$ cat config.mk
export PLATFORM = sky130hd
export DESIGN_NAME = uart_dev
export DESIGN_NICKNAME = d
export VERILOG_FILES = /design/src/rtl/uart_pkg.sv /design/src/rtl/uart_tx_fifo.sv /design/src/rtl/uart_dev.sv
export SDC_FILE = /design/constraint.sdc
export NUM_CORES = 1
export LEC_CHECK = 0
export ABC_AREA = 1
export CORE_MARGIN = 2
export CORE_UTILIZATION = 45
export CTS_CLUSTER_DIAMETER = 100
export CTS_CLUSTER_SIZE = 12
export DETAILED_ROUTE_END_ITERATION = 8
export DONT_BUFFER_PORTS = 1
export GPL_ROUTABILITY_DRIVEN = 0
export GPL_TIMING_DRIVEN = 0
export HOLD_SLACK_MARGIN = 0.02
export SYNTH_ARGS = -nofsm -noshare
export SYNTH_HDL_FRONTEND = slang
export SYNTH_SLANG_ARGS = --single-unit
export TNS_END_PERCENT = 5
$ cat constraint.sdc
create_clock -name clk -period 2.33 [get_ports clk]
set_input_delay 0.233 -clock clk [delete_from_list [all_inputs] [get_ports clk]]
set_output_delay 0.233 -clock clk [all_outputs]
set_load 0.01 [all_outputs]
$ cat src/rtl/uart_pkg.sv
// uart_pkg: shared definitions for the uart_dev peripheral.
//   - Register offsets selected by Addr[3:2] (word address bits [1:0]).
//   - STATUS and CTRL bit positions.
//   - uart_state_t, the state encoding shared by the TX and RX FSMs.
//   - eff_div(): the divisor actually used for timing (0 behaves as 1).
package uart_pkg;

  localparam logic [1:0] UART_TXDATA = 2'd0;
  localparam logic [1:0] UART_RXDATA = 2'd1;
  localparam logic [1:0] UART_STATUS = 2'd2;
  localparam logic [1:0] UART_CTRL   = 2'd3;

  localparam int ST_TXE   = 0;
  localparam int ST_TXF   = 1;
  localparam int ST_RXV   = 2;
  localparam int ST_RXOVR = 3;
  localparam int ST_TXOVR = 4;
  localparam int ST_FERR  = 5;

  localparam int CT_TXIE = 16;
  localparam int CT_RXIE = 17;

  typedef enum logic [1:0] {IDLE, START, DATA, STOP} uart_state_t;

  function automatic logic [15:0] eff_div(input logic [15:0] div);
    return (div == 16'd0) ? 16'd1 : div;
  endfunction

endpackage

$ cat src/rtl/uart_tx_fifo.sv
// uart_tx_fifo: circular buffer feeding the UART transmitter.
// Ports:
//   clk, reset     clock, asynchronous active-low reset (empties the buffer)
//   push_i/data_i  write request and byte
//   pop_i          read request; ignored while empty
//   data_o         head entry (valid while not empty)
//   accept_o       push_i would be stored this cycle
//   empty_o        no entries
//   count_o        number of entries, 0..DEPTH
// DEPTH must be a power of two so the pointers wrap naturally.
module uart_tx_fifo #(
  parameter int DEPTH = 4,
  parameter int W     = 8
) (
  input  logic                   clk,
  input  logic                   reset,
  input  logic                   push_i,
  input  logic [W-1:0]           data_i,
  input  logic                   pop_i,
  output logic [W-1:0]           data_o,
  output logic                   accept_o,
  output logic                   empty_o,
  output logic [$clog2(DEPTH):0] count_o
);

  localparam int AW = $clog2(DEPTH);

  logic [W-1:0]  mem_q [DEPTH];
  logic [AW-1:0] rd_ptr_q, wr_ptr_q;
  logic [AW:0]   cnt_q;
  logic          full, pop_ok, push_ok;

  assign full    = (cnt_q == (AW+1)'(DEPTH));
  assign empty_o = (cnt_q == '0);
  assign pop_ok  = pop_i && !empty_o;
  // A pop in the same cycle frees a slot, so a full buffer still accepts.
  assign push_ok = push_i && (!full || pop_ok);

  assign accept_o = push_ok;
  assign data_o   = mem_q[rd_ptr_q];
  assign count_o  = cnt_q;

  always_ff @(posedge clk or negedge reset) begin
    if (!reset) begin
      rd_ptr_q <= '0;
      wr_ptr_q <= '0;
      cnt_q    <= '0;
    end else begin
      if (push_ok) wr_ptr_q <= wr_ptr_q + AW'(1);
      if (pop_ok)  rd_ptr_q <= rd_ptr_q + AW'(1);
      case ({push_ok, pop_ok})
        2'b10:   cnt_q <= cnt_q + (AW+1)'(1);
        2'b01:   cnt_q <= cnt_q - (AW+1)'(1);
        default: cnt_q <= cnt_q;
      endcase
    end
  end

  always_ff @(posedge clk) begin
    if (push_ok) mem_q[wr_ptr_q] <= data_i;
  end

endmodule

$ cat src/rtl/uart_dev.sv
// uart_dev: memory-mapped 8N1 UART on the bridge device interface.
// Ports:
//   clk, reset  clock, asynchronous active-low reset
//   Addr        word address; Addr[1:0] (byte address [3:2]) selects register
//   WE, Din     write strobe and data
//   Dout        combinational read data
//   IRQ         registered (TXIE & TXE) | (RXIE & RXV)
//   txd, rxd    serial out (idles high) / serial in (asynchronous)
// Build option: define UART_RX_EN to include the receiver; without it rxd is
// ignored and RXDATA, RXV/RXOVR/FERR and RXIE read as 0.
module uart_dev
  import uart_pkg::*;
#(
  parameter logic [15:0] DEFAULT_DIV = 16'd868,
  parameter int          TX_DEPTH    = 4
) (
  input  logic        clk,
  input  logic        reset,
  input  logic [29:0] Addr,
  input  logic        WE,
  input  logic [31:0] Din,
  output logic [31:0] Dout,
  output logic        IRQ,
  output logic        txd,
  input  logic        rxd
);

  localparam int CW = $clog2(TX_DEPTH) + 1;

  logic [15:0] div_q, div_eff;
  logic        txie_q, txovr_q, irq_q;
  logic        wr_tx, wr_rx, wr_st, wr_ct;
  logic        txe, txf;

  logic        rxie_v, rxv_v, rxovr_v, ferr_v;
  logic [7:0]  rx_hold_v;

  assign div_eff = eff_div(div_q);
  assign wr_tx = WE && (Addr[1:0] == UART_TXDATA);
  assign wr_rx = WE && (Addr[1:0] == UART_RXDATA);
  assign wr_st = WE && (Addr[1:0] == UART_STATUS);
  assign wr_ct = WE && (Addr[1:0] == UART_CTRL);

  // TX FIFO
  logic          tx_pop, fifo_accept, fifo_empty;
  logic [7:0]    fifo_dout;
  logic [CW-1:0] fifo_count;

  uart_tx_fifo #(.DEPTH(TX_DEPTH), .W(8)) u_fifo (
    .clk      (clk),
    .reset    (reset),
    .push_i   (wr_tx),
    .data_i   (Din[7:0]),
    .pop_i    (tx_pop),
    .data_o   (fifo_dout),
    .accept_o (fifo_accept),
    .empty_o  (fifo_empty),
    .count_o  (fifo_count)
  );

  // Count MSB is set only at count == TX_DEPTH (power of two).
  assign txf = fifo_count[CW-1];

  // Transmitter: every state period reloads from the live divisor, so a
  // CTRL write lands on the next bit boundary.
  uart_state_t tx_state_q, tx_state_d;
  logic [15:0] tx_cnt_q, tx_cnt_d;
  logic [2:0]  tx_bit_q, tx_bit_d;
  logic [7:0]  tx_shift_q, tx_shift_d;
  logic        txd_q, txd_d;

  assign txe = fifo_empty && (tx_state_q == IDLE);

  always_comb begin
    tx_state_d = tx_state_q;
    tx_cnt_d   = tx_cnt_q;
    tx_bit_d   = tx_bit_q;
    tx_shift_d = tx_shift_q;
    txd_d      = txd_q;
    tx_pop     = 1'b0;
    case (tx_state_q)
      IDLE: begin
        if (!fifo_empty) begin
          tx_pop     = 1'b1;
          tx_shift_d = fifo_dout;
          tx_cnt_d   = div_eff - 16'd1;
          txd_d      = 1'b0;
          tx_state_d = START;
        end
      end
      START: begin
        if (tx_cnt_q == 16'd0) begin
          tx_state_d = DATA;
          tx_cnt_d   = div_eff - 16'd1;
          tx_bit_d   = 3'd0;
          txd_d      = tx_shift_q[0];
          tx_shift_d = {1'b0, tx_shift_q[7:1]};
        end else begin
          tx_cnt_d = tx_cnt_q - 16'd1;
        end
      end
      DATA: begin
        if (tx_cnt_q == 16'd0) begin
          tx_cnt_d = div_eff - 16'd1;
          if (tx_bit_q == 3'd7) begin
            tx_state_d = STOP;
            txd_d      = 1'b1;
          end else begin
            tx_bit_d   = tx_bit_q + 3'd1;
            txd_d      = tx_shift_q[0];
            tx_shift_d = {1'b0, tx_shift_q[7:1]};
          end
        end else begin
          tx_cnt_d = tx_cnt_q - 16'd1;
        end
      end
      STOP: begin
        if (tx_cnt_q == 16'd0) begin
          // Chain straight into the next frame with no idle bit.
          if (!fifo_empty) begin
            tx_pop     = 1'b1;
            tx_shift_d = fifo_dout;
            tx_cnt_d   = div_eff - 16'd1;
            txd_d      = 1'b0;
            tx_state_d = START;
          end else begin
            tx_state_d = IDLE;
          end
        end else begin
          tx_cnt_d = tx_cnt_q - 16'd1;
        end
      end
      default: tx_state_d = IDLE;
    endcase
  end

  always_ff @(posedge clk or negedge reset) begin
    if (!reset) begin
      tx_state_q <= IDLE;
      tx_cnt_q   <= '0;
      tx_bit_q   <= '0;
      tx_shift_q <= '0;
      txd_q      <= 1'b1;
    end else begin
      tx_state_q <= tx_state_d;
      tx_cnt_q   <= tx_cnt_d;
      tx_bit_q   <= tx_bit_d;
      tx_shift_q <= tx_shift_d;
      txd_q      <= txd_d;
    end
  end

  assign txd = txd_q;

`ifdef UART_RX_EN
  // Receiver: rx_s2_q is the synchronized line, rx_prev_q its last value.
  uart_state_t rx_state_q, rx_state_d;
  logic [15:0] rx_cnt_q, rx_cnt_d, rx_half_m1;
  logic [2:0]  rx_bit_q, rx_bit_d;
  logic [7:0]  rx_shift_q, rx_shift_d, rx_hold_q;
  logic        rx_s1_q, rx_s2_q, rx_prev_q;
  logic        rx_brk_q, rx_brk_d;
  logic        rx_done, rx_ferr;
  logic        rxie_q, rxv_q, rxovr_q, ferr_q;

  assign rx_half_m1 = (div_eff[15:1] == 15'd0) ? 16'd0 : {1'b0, div_eff[15:1]} - 16'd1;

  always_comb begin
    rx_state_d = rx_state_q;
    rx_cnt_d   = rx_cnt_q;
    rx_bit_d   = rx_bit_q;
    rx_shift_d = rx_shift_q;
    rx_brk_d   = rx_brk_q;
    rx_done    = 1'b0;
    rx_ferr    = 1'b0;
    case (rx_state_q)
      IDLE: begin
        if (rx_prev_q && !rx_s2_q) begin
          rx_state_d = START;
          rx_cnt_d   = rx_half_m1;
        end
      end
      START: begin
        if (rx_cnt_q == 16'd0) begin
          if (!rx_s2_q) begin
            rx_state_d = DATA;
            rx_cnt_d   = div_eff - 16'd1;
            rx_bit_d   = 3'd0;
          end else begin
            rx_state_d = IDLE;
          end
        end else begin
          rx_cnt_d = rx_cnt_q - 16'd1;
        end
      end
      DATA: begin
        if (rx_cnt_q == 16'd0) begin
          rx_shift_d = {rx_s2_q, rx_shift_q[7:1]};
          rx_cnt_d   = div_eff - 16'd1;
          if (rx_bit_q == 3'd7) rx_state_d = STOP;
          else                  rx_bit_d   = rx_bit_q + 3'd1;
        end else begin
          rx_cnt_d = rx_cnt_q - 16'd1;
        end
      end
      STOP: begin
        // After a framing error, hold here until the line is released.
        if (rx_brk_q) begin
          if (rx_s2_q) begin
            rx_brk_d   = 1'b0;
            rx_state_d = IDLE;
          end
        end else if (rx_cnt_q == 16'd0) begin
          if (rx_s2_q) begin
            rx_done    = 1'b1;
            rx_state_d = IDLE;
          end else begin
            rx_ferr  = 1'b1;
            rx_brk_d = 1'b1;
          end
        end else begin
          rx_cnt_d = rx_cnt_q - 16'd1;
        end
      end
      default: rx_state_d = IDLE;
    endcase
  end

  always_ff @(posedge clk or negedge reset) begin
    if (!reset) begin
      rx_s1_q    <= 1'b1;
      rx_s2_q    <= 1'b1;
      rx_prev_q  <= 1'b1;
      rx_state_q <= IDLE;
      rx_cnt_q   <= '0;
      rx_bit_q   <= '0;
      rx_shift_q <= '0;
      rx_brk_q   <= 1'b0;
      rx_hold_q  <= '0;
      rxie_q     <= 1'b0;
      rxv_q      <= 1'b0;
      rxovr_q    <= 1'b0;
      ferr_q     <= 1'b0;
    end else begin
      rx_s1_q    <= rxd;
      rx_s2_q    <= rx_s1_q;
      rx_prev_q  <= rx_s2_q;
      rx_state_q <= rx_state_d;
      rx_cnt_q   <= rx_cnt_d;
      rx_bit_q   <= rx_bit_d;
      rx_shift_q <= rx_shift_d;
      rx_brk_q   <= rx_brk_d;
      if (wr_ct) rxie_q <= Din[CT_RXIE];
      // Set beats clear for every flag.
      if (rx_done && !rxv_q) begin
        rx_hold_q <= rx_shift_q;
        rxv_q     <= 1'b1;
      end else if (wr_rx) begin
        rxv_q <= 1'b0;
      end
      if (rx_done && rxv_q)               rxovr_q <= 1'b1;
      else if (wr_st && Din[ST_RXOVR])    rxovr_q <= 1'b0;
      if (rx_ferr)                        ferr_q  <= 1'b1;
      else if (wr_st && Din[ST_FERR])     ferr_q  <= 1'b0;
    end
  end

  assign rxie_v    = rxie_q;
  assign rxv_v     = rxv_q;
  assign rxovr_v   = rxovr_q;
  assign ferr_v    = ferr_q;
  assign rx_hold_v = rx_hold_q;

  logic unused_ok;
  assign unused_ok = ^{Addr[29:2], Din[31:18]};
`else
  assign rxie_v    = 1'b0;
  assign rxv_v     = 1'b0;
  assign rxovr_v   = 1'b0;
  assign ferr_v    = 1'b0;
  assign rx_hold_v = 8'd0;

  logic unused_ok;
  assign unused_ok = ^{Addr[29:2], Din[31:17], rxd};
`endif

  always_ff @(posedge clk or negedge reset) begin
    if (!reset) begin
      div_q   <= DEFAULT_DIV;
      txie_q  <= 1'b0;
      txovr_q <= 1'b0;
      irq_q   <= 1'b0;
    end else begin
      if (wr_ct) begin
        div_q  <= Din[15:0];
        txie_q <= Din[CT_TXIE];
      end
      if (wr_tx && !fifo_accept)       txovr_q <= 1'b1;
      else if (wr_st && Din[ST_TXOVR]) txovr_q <= 1'b0;
      irq_q <= (txie_q & txe) | (rxie_v & rxv_v);
    end
  end

  assign IRQ = irq_q;

  always_comb begin
    Dout = 32'd0;
    case (Addr[1:0])
      UART_TXDATA: Dout = 32'd0;
      UART_RXDATA: Dout = {24'd0, rx_hold_v};
      UART_STATUS: Dout = {26'd0, ferr_v, txovr_q, rxovr_v, rxv_v, txf, txe};
      UART_CTRL:   Dout = {14'd0, rxie_v, txie_q, div_q};
      default:     Dout = 32'd0;
    endcase
  end

endmodule

==> flow_metrics.env <==
export IMPL_synth_area_mm2=0.00526
export IMPL_fill_cells=1074
export IMPL_power_per_cell_area_mw_per_mm2=773
export IMPL_max_stage_delay_ns=0.56
export IMPL_worstHoldStart="Din[16]"
export IMPL_wire_per_inst_um=15.6
export IMPL_syn_inst=675
export IMPL_die_area_mm2=0.0126
export IMPL_grt_start_max_net_pins=57
export IMPL_drt_first_iter_violations=356
export IMPL_num_antenna_cells=0
export IMPL_critPathCaptureType="flip-flop"
export IMPL_max_slew_margin_pct=58.4
export IMPL_syn_area_per_cell_um2=7.79
export IMPL_status="finished clean"
export IMPL_crit_chain="nor2_1 -> nand2_1 -> nor2_1 -> nand2_2 -> nand2_4 -> inv_4 -> ha_4 -> nand2_4 -> nor2_4 -> buf_4 -> xor2_4 -> o21ai_0 -> or2_2 -> nand2_1"
export IMPL_regToRegStartpoint="div_q[5]"
export IMPL_start_kind="flip-flop"
export IMPL_ios=100
export IMPL_dp_hpwl_um=9450
export IMPL_yosysSeqAreaShare_pct=45.1
export IMPL_ys_types=39
export IMPL_final_area_mm2=0.00626
export IMPL_rsz0062_at_grt="true"
export IMPL_setup_tns_final_ns=0
export IMPL_yosys_warnings=0
export IMPL_cts_htree_levels=3
export IMPL_grt_pass1_vias=4446
export IMPL_cts_reportedPaths_clkPinSlew_ns=0.07
export IMPL_clock_path_buffers=2
export IMPL_synth_top_area_share_pct=23.8
export IMPL_cts_root_buffer="clkbuf_16"
export IMPL_whs_ns=0.0496
export IMPL_hold_class="input port to flip-flop"
export IMPL_clock_sinks=88
export IMPL_maxCapViolCount=0
export IMPL_synth_main_ff_cell="dfrtp_1"
export IMPL_clock_latency_ns=0.34
export IMPL_first_pass_iters=6
export IMPL_synthTopCellsByArea="dfrtp_1 24%, edfxtp_1 18%, nand2_1 13%"
export IMPL_period_needed_ns=2.29
export IMPL_totalWireLength_um=13600
export IMPL_portBuffers=0
export IMPL_min_period_over_period_pct=98.2
export IMPL_setup_violations=0
export IMPL_worst_path_buf_inv=2
export IMPL_grt_pass1_wl_um=22600
export IMPL_drive_gt1_share_pct=17.2
export IMPL_vias=4593
export IMPL_max_vdd_ir_drop_v=0.000665
export IMPL_core_mm2=0.0114
export IMPL_max_freq_ghz=0.437
export IMPL_path_class="flip-flop to flip-flop"
export IMPL_p_leak_nw=2.82
export IMPL_grt_usage_pct=22.7
export IMPL_worst_slew_pin_slew_ns=0.620
export IMPL_synth_seq_cells=88
export IMPL_required_ns=2.62
export IMPL_cp_startpoint="div_q[5]"
export IMPL_synth_area_leader_cell="dfrtp_1"
export IMPL_async_flop_share_pct=63.6
export IMPL_dieHeight_um=112
export IMPL_place_ws_ns=-0.490
export IMPL_start_util_pct=46.0
export IMPL_antenna_found_initial=0
export IMPL_cp_slowest_cell="dfstp_2"
export IMPL_ant_nets=0
export IMPL_cts_tree="built"
export IMPL_num_rows=39
export IMPL_path_delay_family="simple AND/OR/NAND/NOR gates"
export IMPL_drcViolationCount=0
export IMPL_fin_skew_ns=0.00378
export IMPL_setup_ws_ns=0.0420
export IMPL_synth_edf_count=32
export IMPL_fin_nets=807
export IMPL_synthToLayoutAreaGrowth_pct=19.1
export IMPL_die_w_um=112
export IMPL_hold_viol_final=0
export IMPL_place_area_mm2=0.00549
export IMPL_overflow=0
export IMPL_numCtsBuffers=9
export IMPL_arrival_ns=2.57
export IMPL_drv_slew=0
export IMPL_mostFrequentLayoutCell="nand2_1"
export IMPL_crit_path_max_fanout=4
export IMPL_viasPerCell=5.25
export IMPL_most_common_layout_cells="171 x nand2_1, 72 x nor2_1, 62 x inv_1"
layout make-up:
type,count,area (um2),share of cell area [%]
multi-input cells,494,2690,43.0
flip-flops and latches,88,2370,37.9
inverters,74,280,4.47
repair buffers,27,275,4.39
clock buffers,9,225,3.60
plain buffers,33,185,2.96
well taps,143,179,2.86
clock inverters,7,53.8,0.859
path summary, 6_finish.rpt:
| path | end | slack (ns) | cells past startpoint |
|---|---|---|---|
| worst max register to register | tx_cnt_q[8] | 0.04 | 14 |
| max in group asynchronous | div_q[9] | 1.59 | 2 |
| worst min-delay path | txie_q | 0.05 | 2 |
| worst min register to register | tx_shift_q[5] | 0.49 | 2 |
| worst max-delay path | tx_cnt_q[8] | 0.04 | 14 |
| min in group asynchronous | tx_state_q[1] | 0.42 | 2 |
cells by family (layout without fill, tap and decap cells):
kind of cell             count (synthesis)  in the layout  synth area share (%)
AND/OR/NAND/NOR                        338            338                  27.7
AO/OA/AOI/OAI                          110            110                  12.1
flip-flops                              88             88                  45.1
XOR/XNOR                                17             17                  2.83
adder cells (fa/ha/maj)                 14             14                  3.47
buffers and inverters                  107            150                  8.81
other                                    1             15                0.0713
flip-flops by register name (all words and copies together) (netlist names):
register and cells:
IRQ 1, div_q 16, tx_bit_q 3, tx_cnt_q 16, tx_shift_q 8, tx_state_q 2, txd 1, txie_q 1
txovr_q 1, u_fifo.count_o 3, u_fifo.mem_q 32, u_fifo.rd_ptr_q 2, u_fifo.wr_ptr_q 2
through the flow:
step                      std cells  total power, mW  utilization, %
after floorplan                 689             3.00               -
after global placement          832             3.22            48.1
after detailed placement        832             3.27            48.1
after CTS                       873             4.79            53.5
after global routing            875             5.17            54.9
final                           875             4.84            54.9
routing by layer:
layer	vias to the layer above	share of wire (%)	global-route usage, %
li1	2272	-	-
met1	2161	47	32.7
met2	143	46	34.7
met3	17	5.2	3.35
met4	0	1.9	9.11
met5	-	0	0
synth_stat cells, drive strengths merged (3+ instances only):
cell type and count:
o211ai 8, a21oi 35, or2 3, nand2 186, dfstp 6, nor2 92
xor2 16, inv 73, o21ai 52, buf 19, nand4 6, o22ai 3
nand3 44, edfxtp 32, clkbuf 14, dfrtp 50, ha 13, nor3 6
a32o 7
power breakdown:
| part | switching [mW] | total (mW) | internal (mW) |
|---|---|---|---|
| Sequential | 0.221 | 2.12 | 1.90 |
| Combinational | 0.839 | 1.34 | 0.500 |
| Clock | 0.644 | 1.38 | 0.732 |
what timing repair did:
item	CTS	global route
endpoints found under the setup margin	39	47
pin swaps	7	11
gates resized for setup	22	33
endpoints found under the hold margin	93	0
setup buffers	13	2
hold buffers	12	0
Note: power is estimated with default switching activity, not from simulation.
